## src/rtl/mps_ramp_pkg.sv

```systemverilog
// Shared types for the MPS set-point ramp path: FSM state encoding and default widths.
package mps_ramp_pkg;

  localparam int DW_DEF = 32;
  localparam int CW_DEF = 32;

  typedef enum logic [1:0] {
    IDLE = 2'd0,
    WAIT = 2'd1,
    STEP = 2'd2,
    DONE = 2'd3
  } state_t;

endpackage

```

## src/rtl/sp_ramp_tick.sv

```systemverilog
// Interval counter for the ramp: clear, count-enable and compare-to-period.
// With SP_RAMP_DBG_EN defined the live count is exported on o_cnt.
module sp_ramp_tick #(
  parameter int CW = 32
) (
  input  logic          i_clk,
  input  logic          i_rst,
  input  logic          i_clear,
  input  logic          i_enable,
  input  logic [CW-1:0] i_period,
  output logic          o_expired
`ifdef SP_RAMP_DBG_EN
  ,
  output logic [CW-1:0] o_cnt
`endif
);

  logic [CW-1:0] cnt_q;
  logic [CW-1:0] cnt_d;

  always_comb begin
    cnt_d = cnt_q;
    if (i_clear) begin
      cnt_d = '0;
    end else if (i_enable) begin
      cnt_d = cnt_q + 1'b1;
    end
  end

  always_ff @(posedge i_clk or negedge i_rst) begin
    if (!i_rst) begin
      cnt_q <= '0;
    end else begin
      cnt_q <= cnt_d;
    end
  end

  assign o_expired = (cnt_q >= i_period);

`ifdef SP_RAMP_DBG_EN
  assign o_cnt = cnt_q;
`endif

endmodule

```

## src/rtl/sp_ramp_gen.sv

```systemverilog
// Set-point ramp generator: steps o_set_point toward a commanded target at a fixed interval.
// SP_RAMP_DBG_EN adds o_dbg_cnt / o_dbg_diff / o_dbg_target observation ports.
module sp_ramp_gen
  import mps_ramp_pkg::*;
#(
  parameter int DW = DW_DEF,
  parameter int CW = CW_DEF
) (
  input  logic          i_clk,
  input  logic          i_rst,
  input  logic          i_start,
  input  logic [DW-1:0] i_target,
  input  logic [DW-1:0] i_step,
  input  logic [CW-1:0] i_period,
  input  logic          i_intl,
  input  logic          i_init_en,
  input  logic [DW-1:0] i_init_val,
  output logic [DW-1:0] o_set_point,
  output logic          o_busy,
  output logic          o_done,
  output logic          o_abort,
  output logic [1:0]    o_state
`ifdef SP_RAMP_DBG_EN
  ,
  output logic [CW-1:0] o_dbg_cnt,
  output logic [DW:0]   o_dbg_diff,
  output logic [DW-1:0] o_dbg_target
`endif
);

  state_t        state_q, state_d;
  logic [DW-1:0] sp_q, sp_d;
  logic [DW-1:0] target_q, target_d;
  logic [DW-1:0] step_q, step_d;
  logic [CW-1:0] period_q, period_d;
  logic          abort_q, abort_d;

  logic          cnt_clear;
  logic          cnt_en;
  logic          expired;

  logic signed [DW:0] diff;
  logic [DW:0]        diff_abs;
  logic               close_enough;

  sp_ramp_tick #(.CW(CW)) u_tick (
    .i_clk     (i_clk),
    .i_rst     (i_rst),
    .i_clear   (cnt_clear),
    .i_enable  (cnt_en),
    .i_period  (period_q),
    .o_expired (expired)
`ifdef SP_RAMP_DBG_EN
    ,
    .o_cnt     (o_dbg_cnt)
`endif
  );

  // Sign-extend one bit so target - set-point can never wrap.
  assign diff         = $signed({target_q[DW-1], target_q}) - $signed({sp_q[DW-1], sp_q});
  assign diff_abs     = diff[DW] ? (~diff + 1'b1) : diff;
  assign close_enough = (step_q == '0) || (diff_abs <= {1'b0, step_q});

`ifdef SP_RAMP_DBG_EN
  logic [DW:0] dbg_diff_q, dbg_diff_d;
`endif

  always_comb begin
    state_d   = state_q;
    sp_d      = sp_q;
    target_d  = target_q;
    step_d    = step_q;
    period_d  = period_q;
    abort_d   = 1'b0;
    cnt_clear = 1'b0;
    cnt_en    = 1'b0;
`ifdef SP_RAMP_DBG_EN
    dbg_diff_d = dbg_diff_q;
`endif
    case (state_q)
      IDLE: begin
        if (i_init_en) begin
          sp_d = i_init_val;
        end
        if (i_start && !i_intl) begin
          target_d  = i_target;
          step_d    = i_step;
          period_d  = i_period;
          cnt_clear = 1'b1;
          state_d   = WAIT;
        end
      end
      WAIT, STEP: begin
        // Interlock beats retarget, retarget beats the normal update.
        if (i_intl) begin
          abort_d = 1'b1;
          state_d = IDLE;
        end else if (i_start) begin
          target_d  = i_target;
          step_d    = i_step;
          period_d  = i_period;
          cnt_clear = 1'b1;
          state_d   = WAIT;
        end else if (state_q == WAIT) begin
          cnt_en = 1'b1;
          if (expired) begin
            state_d = STEP;
          end
        end else begin
`ifdef SP_RAMP_DBG_EN
          dbg_diff_d = diff;
`endif
          if (close_enough) begin
            sp_d    = target_q;
            state_d = DONE;
          end else begin
            sp_d      = diff[DW] ? (sp_q - step_q) : (sp_q + step_q);
            cnt_clear = 1'b1;
            state_d   = WAIT;
          end
        end
      end
      DONE: begin
        state_d = IDLE;
      end
      default: begin
        state_d = IDLE;
      end
    endcase
  end

  always_ff @(posedge i_clk or negedge i_rst) begin
    if (!i_rst) begin
      state_q  <= IDLE;
      sp_q     <= '0;
      target_q <= '0;
      step_q   <= '0;
      period_q <= '0;
      abort_q  <= 1'b0;
`ifdef SP_RAMP_DBG_EN
      dbg_diff_q <= '0;
`endif
    end else begin
      state_q  <= state_d;
      sp_q     <= sp_d;
      target_q <= target_d;
      step_q   <= step_d;
      period_q <= period_d;
      abort_q  <= abort_d;
`ifdef SP_RAMP_DBG_EN
      dbg_diff_q <= dbg_diff_d;
`endif
    end
  end

  assign o_set_point = sp_q;
  assign o_busy      = (state_q == WAIT) || (state_q == STEP);
  assign o_done      = (state_q == DONE);
  assign o_abort     = abort_q;
  assign o_state     = state_q;

`ifdef SP_RAMP_DBG_EN
  assign o_dbg_diff   = dbg_diff_q;
  assign o_dbg_target = target_q;
`endif

endmodule

```

## config.mk

```make
export PLATFORM = sky130hd
export DESIGN_NAME = sp_ramp_gen
export DESIGN_NICKNAME = d
export VERILOG_FILES = /design/src/rtl/mps_ramp_pkg.sv /design/src/rtl/sp_ramp_tick.sv /design/src/rtl/sp_ramp_gen.sv
export SDC_FILE = /design/constraint.sdc
export NUM_CORES = 1
export LEC_CHECK = 0
export ABC_AREA = 1
export BUFFER_PORTS_ARGS = -buffer_cell sky130_fd_sc_hd__buf_2
export CAP_MARGIN = 0
export CELL_PAD_IN_SITES_DETAIL_PLACEMENT = 0
export CELL_PAD_IN_SITES_GLOBAL_PLACEMENT = 1
export CORE_MARGIN = 3
export CORE_UTILIZATION = 30
export DETAILED_ROUTE_END_ITERATION = 12
export GPL_TIMING_DRIVEN = 0
export PLACE_DENSITY = 0.64
export SYNTH_ARGS = -nofsm -noshare
export SYNTH_HDL_FRONTEND = slang
export SYNTH_SLANG_ARGS = --single-unit
```

## constraint.sdc

```tcl
create_clock -name i_clk -period 6.4 [get_ports i_clk]
set_input_delay 0.32 -clock i_clk [delete_from_list [all_inputs] [get_ports i_clk]]
set_output_delay 0.32 -clock i_clk [all_outputs]
set_load 0.05 [all_outputs]
```

# Word-level counts from Yosys, hierarchy flattened
# Index checks and enable logic that the tools add are counted.
# totals
register_bits	163
output_inout_bits	37
# op_classes
add_sub_neg	5
n_lt_le_gt_ge	2
n_eq_ne	10
muxes	41
bitwise	1
reduce_logical	12
# op_table
operator	n
2-to-1 mux 32 bit	17
case mux 32 bit (2 select lines)	4
adder 33 x 1 -> 33 bit (second input constant)	1
<= comparator 33 x 32 -> 1 bit	1
2-to-1 mux 33 bit	1
inverter 33 bit	1
subtractor 32 x 32 -> 33 bit	1
adder 32 x 1 -> 32 bit (second input constant)	1
adder 32 bit	1
>= comparator 32 bit	1
zero test 32 bit	1
subtractor 32 bit	1
2-to-1 mux 2 bit	6
inequality test 2 bit (second input constant)	6
2-to-1 mux 1 bit	11
case mux 2 bit (3 select lines)	1
inequality test 5 bit (second input constant)	1
AND reduction 5 bit	1
equality test 2 bit (second input constant)	2
AND reduction 4 bit	1
nonzero test 2 bit	2
equality test 2 x 1 -> 1 bit (second input constant)	1
zero test 2 bit	1
logical OR 1 bit	2
5 further kinds	5

# Depth between registers and ports, before layout
# depth
ltp_word	12
depth_mapped	45

# Hierarchy
# A second synthesis with hierarchy kept.
# unflattened
hier_cells	2285
hier_area_um2	15501.1
# modules_own_cells
module	instances	cells_each	area_each_um2
sp_ramp_gen	1	1863	12662.1
sp_ramp_tick	1	422	2839.0

# Worst setup path after synthesis
# OpenSTA, ideal clock, no wires.
# synth_path
path_kind	register to register
startpoint	register sp_q[0] (netlist: o_set_point[0])
endpoint	register u_tick.cnt_q[10]
setup_ns	0.142
arrival_ns	4.600
t_required_ns	6.258
setup_slack_ns	1.658
stages_incl_launch_ff	42
path_buffers	3
period_less_slack_ns	4.742
path_cell_list	dfrtp_1 -> ha_1 -> fa_1 -> inv_1 -> nand3_1 -> nand2_1 -> nand2_1 -> nand2_1 -> nand3_1 -> nand2_1 -> nand2_1 -> nand2_1 -> nand2_1 -> and2_1 -> buf_6 -> inv_2 -> clkbuf_1 -> nand2_1 -> [6 not listed] -> nor2_1 -> nand2_1 -> nand2_1 -> nand2_1 -> nand2_1 -> nand2_1 -> nand2_1 -> nand2_1 -> nand2_1 -> nand2_1 -> nand2_1 -> nand2_4 -> nand2_8 -> nand2_4 -> nand2_4 -> nand2_8 -> buf_12 -> a21oi_2
# synth_via
elab_chain_cells	12
word_cells_on_any_way	13
cone_classes	add/sub (2); order compare (1); mux (7); bitwise (1); reduce/logical (2)
# synth_rtl
item	line_no	source
start: declaration	sp_ramp_gen.sv:32	logic [DW-1:0] sp_q, sp_d;
start signal: assignment	sp_ramp_gen.sv:145	sp_q <= sp_d;
subtractor 32 x 32 -> 33 bit *	sp_ramp_gen.sv:60	assign diff = $signed({target_q[DW-1], target_q}) - $signed({sp_q[DW-1], sp_q});
inverter 33 bit	sp_ramp_gen.sv:61	assign diff_abs = diff[DW] ? (~diff + 1'b1) : diff;
adder 33 x 1 -> 33 bit	sp_ramp_gen.sv:61	
2-to-1 mux 33 bit *	sp_ramp_gen.sv:61	
<= comparator 33 x 32 -> 1 bit *	sp_ramp_gen.sv:62	assign close_enough = (step_q == '0) || (diff_abs <= {1'b0, step_q});
logical OR 1 bit *	sp_ramp_gen.sv:62	
2-to-1 mux 1 bit *	sp_ramp_gen.sv:113	if (close_enough) begin
2-to-1 mux 1 bit *	sp_ramp_gen.sv:104	end else if (state_q == WAIT) begin
2-to-1 mux 1 bit *	sp_ramp_gen.sv:98	end else if (i_start) begin
2-to-1 mux 1 bit *	sp_ramp_gen.sv:95	if (i_intl) begin
case mux 1 bit (2 select lines) *	sp_ramp_gen.sv:80	case (state_q)
2-to-1 mux 32 bit or nonzero test 2 bit (tied branches)	n/a	
end signal: assignment	sp_ramp_tick.sv:34	cnt_q <= cnt_d;
end: declaration	sp_ramp_tick.sv:18	logic [CW-1:0] cnt_q;
# Mark *: on every way between the ends. The rest lies on a longest branch, timed or not.
# A chain may end at the register's enable or synchronous reset.

# Worst setup path after layout
# layout_path
startpoint	register sp_q[0] (netlist: o_set_point[0])
endpoint	register sp_q[21] (netlist: o_set_point[21])
# layout_via
elab_chain_cells	11
word_cells_on_any_way	14
cone_classes	add/sub (4); order compare (1); mux (7); bitwise (1); reduce/logical (1)
# layout_rtl
item	line_no
subtractor 32 x 32 -> 33 bit	sp_ramp_gen.sv:60
inverter 33 bit	sp_ramp_gen.sv:61
adder 33 x 1 -> 33 bit	sp_ramp_gen.sv:61
2-to-1 mux 33 bit	sp_ramp_gen.sv:61
<= comparator 33 x 32 -> 1 bit	sp_ramp_gen.sv:62
logical OR 1 bit	sp_ramp_gen.sv:62
2-to-1 mux 32 bit *	sp_ramp_gen.sv:113
2-to-1 mux 32 bit *	sp_ramp_gen.sv:104
2-to-1 mux 32 bit *	sp_ramp_gen.sv:98
2-to-1 mux 32 bit *	sp_ramp_gen.sv:95
case mux 32 bit (2 select lines) *	sp_ramp_gen.sv:80
# Mark *: on every way between the ends. The rest lies on a longest branch, timed or not. The select of a mux whose other input is x is not followed.

==> metrics.md <==
| Metric | Value |
|---|---|
| Top_reg_cell synth | `dfrtp_1` |
| Die width | `230 microns` |
| Worst rel slew slack | `27.1%` |
| Clock Path Buffers | `2` |
| Syn avg cell area | `6.68 sq um` |
| CP bufs+invs | `5` |
| Fin crit share | `91.6%` |
| Drt first pass iters | `8` |
| Yosys warns | `0` |
| Crit path max-delay family | `simple AND/OR/NAND/NOR gates` |
| Sequential area share after synthesis | `27.2%` |
| Final setup viols | `0` |
| Async set or reset register ratio after synthesis | `100%` |
| HP Class | `in -> reg` |
| Drt wl/cell | `18.9 microns` |
| Post-Place Cells | `3,080` |
| Layout cell share with drive strength beyond 1 | `12.0%` |
| Buffers on Ports | `169` |
| Routed via count | `15,100` |
| Vert. Die Dim | `230 microns` |
| Initial Util | `30.5%` |
| RSZ-0062 raised after global routing | `false` |
| Root Driver | `clkbuf_16` |
| Worst-path fanout max | `10` |
| Synth Area in Compound Gates | `13.2%` |
| Final cell count without fillers | `3,115` |
| Hpwl dp | `49,200 microns` |
| Synth top area cells | `dfrtp_1 (27%), nand2_1 (12%), ha_1 (11%), inv_1 (9.3%), a21oi_1 (8.0%)` |
| Fin. max-slew vios | `0` |
| DRT antenna net count | `0` |
| Critical path class | `reg -> reg` |
| Mapped Area | `15,000 sq um` |
| Post-synth EDFFs | `0` |
| Max Freq | `171 MHz` |
| Number of max-cap violations | `0` |
| HP Start | `i_period[5]` |
| Worst slew pin tran | `1.09 ns` |
| DRT iter0 DRCs | `1,024` |
| Unique masters post-synth | `54` |
| Most frequent cells in the layout | `nand2_1 (495), inv_1 (371), nor2_1 (272)` |
| Top cell type's share of synthesized area | `27.2%` |
| Gpl congestion | `0.945` |
| CP most frequent cell | `nand2_1` |
| Status | `finished, final reports clean` |
| TritonCTS clock tree | `done` |
| CP endpoint kind | `flop` |
| Row count | `81` |
| Post-synthesis simple-gate area fraction | `29.7%` |
| Final net count | `2,705` |
| IO Count | `170` |
| Critical path arrival | `6.28 ns` |
| First-pass GRT wire length | `88,900 microns` |
| Setup TNS | `0 ns` |
| Clk Latency, worst-skew pair | `0.50 ns` |
| Worst Path Required | `6.82 ns` |
| Startpoint types | `flop` |
| H-tree depth | `4` |
| CTS Sinks | `163` |
| Clock transition at the registers of the reported paths | `0.08 ns` |
| Initial antenna violation count | `3` |
| Worst Setup SP | `o_set_point[0]` |
| Largest net degree at the start of global routing | `94` |
| Total CTS buffers | `17` |
| Number of global-route vias before repair | `15,300` |
| Post-CTS Setup Repair Bufs | `0` |
| Mapped Cells | `2,246` |
| Residual DRC | `0` |
| Yosys top cell by area | `dfrtp_1` |
| Synth Area in XOR/XNOR | `6.85%` |
| Largest family of logic cells by synthesized area | `simple AND/OR/NAND/NOR gates` |
| GRT Total Usage | `22.4%` |
| Core area | `49,200 sq um` |
| Reg-to-Reg Start | `o_set_point[0]` |
| Area Growth Syn to Fin | `15.7%` |
| Final WL | `58,900 microns` |
| Flops & latches, synth | `163` |
| Post-Synth Adder-Cell Area | `11.4%` |
| Final min period | `5.86 ns` |
| Mux cell area share after synthesis | `0.142%` |
| Commonest non-fill, non-tap cell in the layout | `nand2_1` |
| Die area | `52,800 sq um` |
| Vias per cell | `4.84` |
| Slowest cell on crit path | `dfrtp_1` |
| Clk_skew | `0.0181 ns` |
| Mapped Nets | `2,515` |
| Final hold vios | `0` |
| GRT overflow | `0` |
| Crit path largest cell delay | `0.43 ns` |
## area by class of cell
class | instances | area (sq um)
fill | 5466 | 31800
multi-input combinational | 1645 | 9200
sequential | 163 | 4080
inverter | 383 | 1440
timing repair buffer | 171 | 893
tap | 664 | 831
clock buffer | 18 | 429
buffer | 55 | 298
clock inverter | 14 | 194
antenna | 2 | 5.00
## path summary, 6_finish.rpt
check | end | slack, ns | cells after the start
worst max-delay path | o_set_point[21] | 0.54 | 36
worst min-delay path | period_q[5] | 0.07 | 3
worst max register to register | o_set_point[21] | 0.54 | 36
worst min register to register | period_q[21] | 0.52 | 2
max in group asynchronous | target_q[5] | 5.13 | 3
min in group asynchronous | period_q[26] | 0.36 | 2
## metal layers
layer	track usage, %	wire length, microns	vias to the layer above
met1	27.7	25600	7084
met5	0	27	-
met2	40.2	29500	348
met4	6.73	1310	4
met3	3.01	2470	57
li1	-	-	7578
## registers in the layout, summed over array words and instances, names as in the netlist
name          count
o_abort           1
o_set_point      32
o_state           2
period_q         32
step_q           32
target_q         32
u_tick.cnt_q     32
## repair_timing
item	in CTS	in global routing
hold buffers	1	0
gates resized for setup	0	4
hold endpoints to repair	70	0
setup endpoints to repair	0	13
## worst reg2reg max path, delay by kind of cell (launching register included)
kind / cells / cell delay (ns)
and+or+nand+nor: 24 / 2.51
adders and majority gates: 3 / 1.02
buffers and inverters: 5 / 0.94
AOI/OAI and AO/OA: 3 / 0.72
DFF: 1 / 0.43
xor gates and xnor gates: 1 / 0.16
## synthesized netlist by cell type, types with 2 or more instances
library cell	instances
o21bai_1	5
nand4_1	36
dfrtp_1	163
a221oi_1	2
nand3_2	2
inv_2	12
clkbuf_1	39
fa_1	2
nand2_1	495
a211oi_1	4
nand2_8	2
inv_1	371
buf_12	3
nand2_2	5
nand3b_1	8
nor2_2	12
a21o_1	9
nor3_2	5
nor2_4	2
nor3_1	25
buf_2	5
xor2_1	85
a31oi_1	11
xnor2_1	28
a21oi_2	30
nor4_1	12
nor2_1	272
buf_1	3
a21oi_1	239
nand2_4	3
o21ai_0	45
ha_1	134
nand3_1	147
buf_6	4
and2_1	6
o21ai_1	2
## kinds of logic after synthesis
kind of cell	count (synthesis)
AND/OR/NAND/NOR	1037
multiplexers	2
flip-flops	163
adder cells (fa/ha/maj)	136
buffers and inverters	438
XOR/XNOR	115
AO/OA/AOI/OAI	355
## through the flow
stage / utilization [%] / area [sq um] / worst slack, ns / hold WS [ns]
floorplan: - / 15000 / 1.66 / 0.0244
global placement: 33.9 / 16700 / 0.326 / 0.496
detailed placement: 34.0 / 16700 / 0.353 / 0.325
CTS: 35.3 / 17400 / 0.326 / 0.0433
global route: 35.3 / 17400 / 0.00688 / 0.0623
finish: 35.3 / 17400 / 0.539 / 0.0656
Power is left out: the tool's default activity adds up to more than one toggle a clock period on the data nets, which glitch-free logic cannot reach.
